$ cat src/rtl/dmac_ctrl_pkg.sv
// Shared types and helpers for the cluster DMA control-port concentrator.
// Struct widths follow the default mchan control-port geometry.
package dmac_ctrl_pkg;

  localparam int CTRL_DATA_W = 32;
  localparam int CTRL_BE_W   = CTRL_DATA_W / 8;
  localparam int CTRL_ADD_W  = 10;
  localparam int CTRL_ID_W   = 4;

  typedef struct packed {
    logic [CTRL_ADD_W-1:0]  add;
    logic                   we_n;
    logic [CTRL_BE_W-1:0]   be;
    logic [CTRL_DATA_W-1:0] wdata;
    logic [CTRL_ID_W-1:0]   id;
  } ctrl_req_t;

  typedef struct packed {
    logic [CTRL_DATA_W-1:0] rdata;
    logic                   opc;
    logic [CTRL_ID_W-1:0]   id;
  } ctrl_rsp_t;

  // A single port still needs a one-bit index so the arbiter vectors stay legal.
  function automatic int port_idx_width(input int nb_ports);
    return (nb_ports > 1) ? $clog2(nb_ports) : 1;
  endfunction

endpackage

$ cat src/rtl/dmac_ctrl_rsp_fifo.sv
// In-order FIFO of granted port indices, used to route mchan responses back
// to the initiator that issued each request.
module dmac_ctrl_rsp_fifo #(
  parameter int DEPTH = 4,
  parameter int WIDTH = 4
) (
  input  logic                     clk,
  input  logic                     rst_n,
  input  logic                     push,
  input  logic                     pop,
  input  logic [WIDTH-1:0]         push_data,
  output logic [WIDTH-1:0]         head,
  output logic                     full,
  output logic                     empty,
  output logic [$clog2(DEPTH):0]   count
);

  localparam int PTR_W = $clog2(DEPTH);
  localparam int CNT_W = PTR_W + 1;

  logic [WIDTH-1:0] mem [DEPTH];
  logic [PTR_W-1:0] wr_ptr;
  logic [PTR_W-1:0] rd_ptr;

  // DEPTH is a power of two, so the pointers simply wrap.
  always_ff @(posedge clk or negedge rst_n) begin
    if (!rst_n) begin
      wr_ptr <= '0;
      rd_ptr <= '0;
      count  <= '0;
    end else begin
      if (push) wr_ptr <= wr_ptr + 1'b1;
      if (pop)  rd_ptr <= rd_ptr + 1'b1;
      if (push && !pop)      count <= count + 1'b1;
      else if (pop && !push) count <= count - 1'b1;
    end
  end

  always_ff @(posedge clk) begin
    if (push) mem[wr_ptr] <= push_data;
  end

  assign head  = mem[rd_ptr];
  assign full  = (count == CNT_W'(DEPTH));
  assign empty = (count == '0);

endmodule

$ cat src/rtl/dmac_ctrl_port_mux.sv
// Round-robin concentrator of NB_PORTS control initiators onto one mchan
// control port, with in-order response routing and bounded outstanding count.
module dmac_ctrl_port_mux
  import dmac_ctrl_pkg::*;
#(
  parameter int NB_PORTS       = 10,
  parameter int DATA_WIDTH     = 32,
  parameter int BE_WIDTH       = DATA_WIDTH / 8,
  parameter int CTRL_ADD_WIDTH = 10,
  parameter int PE_ID_WIDTH    = 4,
  parameter int MAX_OUTSTND    = 4
) (
  input  logic                               i_clk,
  input  logic                               i_rst_n,
  input  logic [NB_PORTS-1:0]                i_slv_req,
  input  logic [NB_PORTS*CTRL_ADD_WIDTH-1:0] i_slv_add,
  input  logic [NB_PORTS-1:0]                i_slv_we_n,
  input  logic [NB_PORTS*BE_WIDTH-1:0]       i_slv_be,
  input  logic [NB_PORTS*DATA_WIDTH-1:0]     i_slv_wdata,
  input  logic [NB_PORTS*PE_ID_WIDTH-1:0]    i_slv_id,
  output logic [NB_PORTS-1:0]                o_slv_gnt,
  output logic [NB_PORTS-1:0]                o_slv_r_valid,
  output logic [NB_PORTS*DATA_WIDTH-1:0]     o_slv_r_rdata,
  output logic [NB_PORTS-1:0]                o_slv_r_opc,
  output logic [NB_PORTS*PE_ID_WIDTH-1:0]    o_slv_r_id,
  output logic                               o_mst_req,
  output logic [CTRL_ADD_WIDTH-1:0]          o_mst_add,
  output logic                               o_mst_we_n,
  output logic [BE_WIDTH-1:0]                o_mst_be,
  output logic [DATA_WIDTH-1:0]              o_mst_wdata,
  output logic [PE_ID_WIDTH-1:0]             o_mst_id,
  input  logic                               i_mst_gnt,
  input  logic                               i_mst_r_valid,
  input  logic [DATA_WIDTH-1:0]              i_mst_r_rdata,
  input  logic                               i_mst_r_opc,
  input  logic [PE_ID_WIDTH-1:0]             i_mst_r_id,
  output logic                               o_busy,
  output logic                               o_rsp_err
);

  localparam int IDX_W = port_idx_width(NB_PORTS);
  localparam int CNT_W = $clog2(MAX_OUTSTND) + 1;

  logic [NB_PORTS-1:0] eligible;
  logic [IDX_W-1:0]    winner;
  logic [IDX_W-1:0]    ptr;
  logic [IDX_W-1:0]    head;
  logic [CNT_W-1:0]    count;
  logic                found;
  logic                handshake;
  logic                pop;
  logic                full;
  logic                empty;
  int                  cand;

  // Full comes from the registered count, so a same-cycle pop never opens a slot.
  assign eligible  = full ? '0 : i_slv_req;
  assign o_mst_req = |eligible;
  assign handshake = o_mst_req & i_mst_gnt;
  assign pop       = i_mst_r_valid & ~empty;

  always_comb begin
    winner = '0;
    found  = 1'b0;
    cand   = 0;
    for (int k = 0; k < NB_PORTS; k++) begin
      cand = (int'(ptr) + k) % NB_PORTS;
      if (!found && eligible[cand]) begin
        found  = 1'b1;
        winner = cand[IDX_W-1:0];
      end
    end
  end

  assign o_slv_gnt   = handshake ? (NB_PORTS'(1) << winner) : '0;
  assign o_mst_add   = i_slv_add[winner*CTRL_ADD_WIDTH +: CTRL_ADD_WIDTH];
  assign o_mst_we_n  = i_slv_we_n[winner];
  assign o_mst_be    = i_slv_be[winner*BE_WIDTH +: BE_WIDTH];
  assign o_mst_wdata = i_slv_wdata[winner*DATA_WIDTH +: DATA_WIDTH];
  assign o_mst_id    = i_slv_id[winner*PE_ID_WIDTH +: PE_ID_WIDTH];

  dmac_ctrl_rsp_fifo #(
    .DEPTH (MAX_OUTSTND),
    .WIDTH (IDX_W)
  ) u_rsp_fifo (
    .clk       (i_clk),
    .rst_n     (i_rst_n),
    .push      (handshake),
    .pop       (pop),
    .push_data (winner),
    .head      (head),
    .full      (full),
    .empty     (empty),
    .count     (count)
  );

  // Explicit wrap: NB_PORTS need not be a power of two.
  always_ff @(posedge i_clk or negedge i_rst_n) begin
    if (!i_rst_n) begin
      ptr <= '0;
    end else if (handshake) begin
      ptr <= (winner == IDX_W'(NB_PORTS - 1)) ? '0 : winner + 1'b1;
    end
  end

  // Unselected ports keep their last response payload; only r_valid drops.
  always_ff @(posedge i_clk or negedge i_rst_n) begin
    if (!i_rst_n) begin
      o_slv_r_valid <= '0;
      o_slv_r_rdata <= '0;
      o_slv_r_opc   <= '0;
      o_slv_r_id    <= '0;
      o_rsp_err     <= 1'b0;
    end else begin
      o_rsp_err     <= i_mst_r_valid & empty;
      o_slv_r_valid <= '0;
      for (int p = 0; p < NB_PORTS; p++) begin
        if (pop && (head == IDX_W'(p))) begin
          o_slv_r_valid[p]                           <= 1'b1;
          o_slv_r_rdata[p*DATA_WIDTH +: DATA_WIDTH]   <= i_mst_r_rdata;
          o_slv_r_opc[p]                             <= i_mst_r_opc;
          o_slv_r_id[p*PE_ID_WIDTH +: PE_ID_WIDTH]    <= i_mst_r_id;
        end
      end
    end
  end

  assign o_busy = (count != '0) | (|o_slv_r_valid);

endmodule

$ cat config.mk
export PLATFORM = sky130hd
export DESIGN_NAME = dmac_ctrl_port_mux
export DESIGN_NICKNAME = d
export VERILOG_FILES = /design/src/rtl/dmac_ctrl_pkg.sv /design/src/rtl/dmac_ctrl_rsp_fifo.sv /design/src/rtl/dmac_ctrl_port_mux.sv
export SDC_FILE = /design/constraint.sdc
export NUM_CORES = 1
export LEC_CHECK = 0
export ABC_CLOCK_PERIOD_IN_PS = 8000
export CAP_MARGIN = 20
export CORE_AREA = 8 8 386 388
export CTS_CLUSTER_DIAMETER = 40
export DETAILED_ROUTE_END_ITERATION = 8
export DIE_AREA = 0 0 394 396
export DONT_BUFFER_PORTS = 1
export PLACE_DENSITY_LB_ADDON = 0.1
export SLEW_MARGIN = 5
export SYNTH_ARGS = -nofsm -noshare
export SYNTH_HDL_FRONTEND = slang
export SYNTH_SLANG_ARGS = --single-unit
$ cat constraint.sdc
create_clock -name i_clk -period 8 [get_ports i_clk]
set_input_delay 1.6 -clock i_clk [delete_from_list [all_inputs] [get_ports i_clk]]
set_output_delay 1.6 -clock i_clk [all_outputs]
set_load 0.01 [all_outputs]
==> flow_metrics.tcl, run 1 <==
set metrics [dict create \
    initialDrtViolationCount 1292 \
    grt_usage_pct 16.7 \
    antenna_found_initial 33 \
    status "finished, final reports clean" \
    worstRegToRegCells 25 \
    clkTransAtPathRegs_ns 0.04 \
    ctsHoldBuffers 0 \
    place.gp.congestion 0.846 \
    die_x_um 394 \
    syn_nets 3194 \
    slew_viol_final 0 \
    drc 0 \
    cts_tree "built" \
    row_count 139 \
    drive_above_1_share_pct 25.2 \
    cts_max_level 3 \
    worst_slew_pin_slew_ns 0.938 \
    clkLatencyLatePin_ns 0.65 \
    grt_setup_unrepaired "no" \
    synth_mux_area_share_pct 16.4 \
    crit_fanout 19 \
    num_vias 20400 \
    timing.slew.headroom_pct 36.9 \
    synthAdderAreaFrac_pct 2.31 \
    final_nets 3283 \
    yosysMostFrequentCell "nand2_1" \
    vias_per_cell 4.37 \
    yosysWarnings 0 \
    die_h_um 396 \
    synth_compound_area_share_pct 12.8 \
    fin_crit_sh_pct 97.1 \
    synth_seq_area_share_pct 42.9 \
    fp.dieArea_sq_um 156000 \
    synth.area.top_cells "dfrtp_1, nand2_1, mux2_2" \
    grt_max_degree 393 \
    timing.rr.start "ptr[2]" \
    cp.arrival_ns 6.17 \
    synth_area_leader_cell "dfrtp_1" \
    synth-seq-cells 408 \
    period_needed_ns 7.77 \
    final_cell_area_sq_um 30600 \
    synth_xor_area_share_pct 1.13 \
    hold_depth 1 \
    synth.top_cells.by_count "nand2_1, dfrtp_1, mux2_2, mux2i_1, clkbuf_1" \
    r2r_slack_ns 2.51 \
    area_growth_pct 27.7 \
    start_kind "register" \
    fin_util_pct 21.4 \
    grt_overflow_total 0 \
    tns_ns 0 \
    start_util_pct 16.8 \
    hold_violations 0 \
    cp-end-kind "primary output" \
    numCtsBuffers 79 \
    crit_chain "buf_4 > ha_1 > buf_4 > inv_2 > buf_4 > a21oi_4 > a21oi_1 > ha_2 > nor2_1 > a2111o_1 > and4b_1 > o211a_2 > a211o_4 > nor4b_4 > nand3_2 > buf_4 > a2bb2oi_1 > o221a_4 > inv_16 > buf_12 > mux2_2 > a22oi_1 > o211ai_1 > buf_4" \
    grt_pass1_wl_um 186000 \
    finalWirelength_um 138000 \
    r2r_end "ptr[2]" \
    port-buffer-count 0 \
    coreArea_sq_um 143000 \
    synth-simple-area-share_pct 19.8 \
    min_path_type "reg2reg" \
    worstHoldEndpoint "u_rsp_fifo.count[2]" \
    grt_pass1_vias 21500 \
    worstSetupPathType "reg2out" \
    max_freq_mhz 129 \
    synthCells 2591 \
    wl_per_cell_um 29.6 \
    fillers 15600 \
    cp_common_cell "buf_4" \
    synth_edf_count 16 \
    setup_viol 0 \
    fin_skew_ns 0.0576 \
    cts.path.max_buffers 3 \
    synthDistinctLibCells 107 \
    firstDrtPassIters 5 \
    cts_sinks 408 \
    io_pins 1005 \
    slowest_delay_ns 0.45 \
    min_from "u_rsp_fifo.count[2]" \
    cap_viol_max_count 0 \
    syn_area_sq_um 24000 \
    post_dp_cell_area_sq_um 27200 \
    antenna_left 0 \
    synth.avg_cell_area_sq_um 9.25 \
    synth-async-reset-ratio_pct 96.1 \
    synth_top_area_share_pct 40.9 \
    synthFlopType "dfrtp_1" \
    critical-path-slowest-cell "a2111o_1" \
    hpwl_um 106000 \
    cts_root_buf "clkbuf_16" \
    synth_top_family_by_area "simple AND/OR/NAND/NOR gates" \
    startpoint "ptr[2]" \
    worstPathRequired_ns 6.40 \
]
[worst max-delay path, delay by kind of cell, from the launching register on]
family / cells / cell delay [ns]
AOI/OAI and AO/OA: 9 / 2.25
adders and majority gates: 2 / 0.45
buffers and inverters: 8 / 1.39
DFF: 1 / 0.43
muxes: 1 / 0.39
and+or+nand+nor: 4 / 0.64
[worst max path at each step]
stage | end | slack (ns) | depth (start not counted)
finish | o_mst_add[1] | 0.23 | 24
floorplan | o_mst_add[0] | 0.93 | 24
global route | o_mst_add[2] | 0.01 | 25
detailed placement | o_mst_add[6] | 0.20 | 24
global placement | o_mst_add[6] | 0.16 | 24
CTS | o_mst_be[0] | 0.02 | 22
[sequential cells by signal, summed over array words and instances, names as in the netlist]
name / flops
u_rsp_fifo.rd_ptr: 2
u_rsp_fifo.count: 3
o_rsp_err: 1
o_slv_r_valid: 10
o_slv_r_rdata: 320
o_slv_r_opc: 10
u_rsp_fifo.wr_ptr: 2
ptr: 4
o_slv_r_id: 40
u_rsp_fifo.mem: 16
[layer usage]
layer / GRT usage, % / vias up / wire length, um
met5: 0 / - / 151
met4: 8.25 / 24 / 6740
met3: 6.78 / 227 / 12700
met2: 29.6 / 984 / 70500
met1: 17.1 / 10000 / 48200
li1: - / 9101 / -
[final cells by class]
class                      count  area (sq um)  area share, %
sequential                   408         10300           33.6
timing repair inverter         1          8.76         0.0286
tap                         1903          2380           7.78
multi-input combinational   1950         12900           42.0
timing repair buffer         207          2000           6.55
antenna                       18          45.0          0.147
inverter                      33           143          0.466
clock inverter                58           800           2.61
clock buffer                  89          2060           6.75
[cell families (layout without fill, tap and decap cells)]
family / count (synthesis) / count (layout)
AOI/OAI and AO/OA: 365 / 365
DFF: 408 / 408
and+or+nand+nor: 1153 / 1153
muxes: 363 / 363
buffers and inverters: 233 / 388
adders and majority gates: 44 / 44
other: 0 / 18
xor gates and xnor gates: 25 / 25
[cells in the final DEF (no fill, tap or decap), drive strengths merged, types with 16 or more instances in the layout]
| cell type | instances |
|---|---|
| edfxtp | 16 |
| nand2 | 954 |
| inv | 44 |
| nand3 | 20 |
| nand2b | 16 |
| a21oi | 40 |
| clkinv | 34 |
| buf | 205 |
| xnor2 | 18 |
| o21ai | 42 |
| mux2i | 169 |
| clkbuf | 90 |
| a22oi | 54 |
| o211ai | 55 |
| mux2 | 190 |
| nor2 | 56 |
| dfrtp | 392 |
| ha | 41 |
| o22a | 50 |
| diode | 18 |
| nor3 | 17 |
[repair_timing]
action | 4_1_cts | 5_1_grt
endpoints found under the setup margin | 51 | 51
hold endpoints to repair | 0 | 0
gates cloned | 2 | 1
gates resized for setup | 20 | 43
setup buffers | 5 | 11
pin swaps | 2 | 13
[per-stage QoR]
step / setup WS [ns] / std cells / hold slack, ns
finish: 0.234 / 4667 / 0.518
global route: 0.0102 / 4662 / 0.559
global placement: 0.160 / 4481 / 0.485
detailed placement: 0.204 / 4483 / 0.516
floorplan: 0.933 / 2591 / 0.468
CTS: 0.0192 / 4637 / 0.525
Power of run 1 is not shown: default switching activity piles up to over one toggle a cycle in this logic, so the estimate is an artifact.
==> inputs of run 2 (changes only) <==
--- a/config.mk
+++ b/config.mk
@@ -7,10 +7,10 @@
 export LEC_CHECK = 0
 export ABC_CLOCK_PERIOD_IN_PS = 8000
 export CAP_MARGIN = 20
-export CORE_AREA = 8 8 386 388
+export CORE_AREA = 8 8 380 382
 export CTS_CLUSTER_DIAMETER = 40
 export DETAILED_ROUTE_END_ITERATION = 8
-export DIE_AREA = 0 0 394 396
+export DIE_AREA = 0 0 388 390
 export DONT_BUFFER_PORTS = 1
 export PLACE_DENSITY_LB_ADDON = 0.1
 export SLEW_MARGIN = 5
==> run 2 against run 1 <==
Effect of this change: clock skew down 0.028 ns; die area down 3.0%; wire length down 2.0%; hold slack better by 0.0039 ns; count of clock-buffer cells in the layout down 3; design area down 2.1%; critical endpoint is now o_mst_wdata[29]; largest cell class unchanged; highest routed layer unchanged.
==> flow_metrics.tcl, run 2 (same netlist as run 1, synthesis figures left out) <==
set metrics [dict create \
    dpl.cell_count 4368 \
    start_kind "register" \
    worstSetupPathType "reg2out" \
    die_h_um 390 \
    grt_max_degree 393 \
    num_vias 20300 \
    crit_fanout 14 \
    initialDrtViolationCount 1295 \
    fp.dieArea_sq_um 151000 \
    slowest_delay_ns 0.44 \
    firstDrtPassIters 7 \
    cts_max_level 3 \
    crit_chain "buf_4 > ha_1 > buf_4 > and3b_1 > nor2_4 > nand2_1 > ha_1 > nor2b_1 > a2111o_1 > o311ai_1 > nor2_1 > o221ai_1 > a22o_1 > nor4_4 > a311oi_1 > o21a_1 > a311oi_4 > buf_4 > buf_12 > buf_12 > mux2_2 > a22oi_1 > o211ai_1 > buf_4" \
    cap_viol_max_count 0 \
    status "finished, final reports clean" \
    cts_tree "built" \
    cp_common_cell "buf_4" \
    start_util_pct 17.3 \
    final_cell_mix "nand2_1, dfrtp_1, mux2_2" \
    place.gp.congestion 0.854 \
    min_path_type "reg2reg" \
    fin_skew_ns 0.0297 \
    cts_sinks 408 \
    setup_viol 0 \
    vias_per_cell 4.48 \
    coreArea_sq_um 139000 \
    worstPathRequired_ns 6.40 \
    hpwl_um 105000 \
    reg_top3 "o_slv_r_rdata x320, o_slv_r_id x40, u_rsp_fifo.mem x16" \
    antenna_left 0 \
    finalWirelength_um 135000 \
    grt_pass1_vias 20800 \
    tns_ns 0 \
    worst_slew_pin_slew_ns 0.959 \
    grt_usage_pct 16.8 \
    grt_overflow_total 0 \
    wl_per_cell_um 29.9 \
    ctsHoldBuffers 0 \
    drive_above_1_share_pct 24.5 \
    final_nets 3259 \
    cts_root_buf "clkbuf_16" \
    io_pins 1005 \
    row_count 137 \
    fin_crit_sh_pct 97.7 \
    antenna_found_initial 38 \
    slew_viol_final 0 \
    cpLargestDelayFamily "compound AO/OA/AOI/OAI gates" \
    timing.slew.headroom_pct 35.5 \
    area_growth_pct 24.9 \
    numCtsBuffers 72 \
    fillers 15000 \
    largest_reg_flops 320 \
    grt_setup_unrepaired "yes" \
    cp-end-kind "primary output" \
    regMostFlops "o_slv_r_rdata" \
    post_dp_cell_area_sq_um 26800 \
    grt_pass1_wl_um 181000 \
    clkTransAtPathRegs_ns 0.05 \
    period_needed_ns 7.81 \
    cp_num_buf_inv 6 \
    max_freq_mhz 128 \
    port-buffer-count 0 \
    mostFrequentLayoutCell "nand2_1" \
    critical-path-slowest-cell "dfrtp_2" \
    die_x_um 388 \
    cts.path.max_buffers 3 \
    hold_violations 0 \
    cp.arrival_ns 6.21 \
    clkLatencyLatePin_ns 0.63 \
    final_cell_area_sq_um 29900 \
    drc 0 \
    instances_no_fill 4527 \
]
==> run 2: final cells by class <==
cell class | instances | area (sq um) | area share, %
inverters | 33 | 161 | 0.539
multi-input cells | 1950 | 12900 | 43.0
well taps | 1807 | 2260 | 7.55
diodes | 8 | 20.0 | 0.0669
flip-flops and latches | 408 | 10300 | 34.4
repair inverters | 1 | 16.3 | 0.0543
clock inverters | 44 | 564 | 1.89
clock buffers | 86 | 1940 | 6.50
repair buffers | 190 | 1800 | 6.03
==> run 2: path summary, 6_finish.rpt <==
| check | from | to | slack, ns | depth (start not counted) |
|---|---|---|---|---|
| max reg2reg | ptr[2] | ptr[2] | 2.27 | 24 |
| max in group asynchronous | i_rst_n | ptr[2] | 6.82 | 0 |
| min reg2reg | u_rsp_fifo.count[2] | u_rsp_fifo.count[2] | 0.52 | 1 |
| min | u_rsp_fifo.count[2] | u_rsp_fifo.count[2] | 0.52 | 1 |
| max | ptr[2] | o_mst_wdata[29] | 0.19 | 24 |
| min in group asynchronous | i_rst_n | o_slv_r_rdata[36] | 0.67 | 0 |
==> run 2: through the flow <==
step                hold slack (ns)  worst slack (ns)  util, %
floorplan                     0.468             0.933        -
global placement              0.489             0.161     19.4
detailed placement            0.519            0.0782     19.4
CTS                           0.528           -0.0332     21.3
global route                  0.570           -0.0744     21.6
finish                        0.522             0.187     21.6
==> run 2: routing by layer <==
layer  part of all wire (%)  track usage [%]  vias to the layer above
met4                    3.3             5.31                       22
met3                    7.6             5.12                      194
met2                     52             31.0                      922
li1                       -                -                     9029
met1                     37             18.3                    10100
met5                   0.10                0                        -
==> run 2: worst register-to-register path: stages (launching register included) <==
cell and delay [ns]:
dfrtp_2 0.44, buf_4 0.19, ha_1 0.23, buf_4 0.21, and3b_1 0.24, nor2_4 0.17, nand2_1 0.08, ha_1 0.31
nor2b_1 0.25, a2111o_1 0.19, o311ai_1 0.14, nor2_1 0.19, o221ai_1 0.16, a22o_1 0.30, nor4_4 0.38, a311oi_1 0.17
o21a_1 0.22, a311oi_4 0.27, buf_4 0.19, buf_4 0.19, buf_4 0.21, and2_1 0.17, ha_1 0.25, nand3_1 0.10
o21ai_0 0.26
==> run 2: what timing repair did <==
item / in CTS / in global routing
cloned: 1 / 2
setup buffers: 5 / 13
endpoints found under the hold margin: 0 / 0
endpoints found under the setup margin: 51 / 53
gates resized for setup: 26 / 44
pin swaps: 2 / 11
Power of run 2 is left out for the same reason.
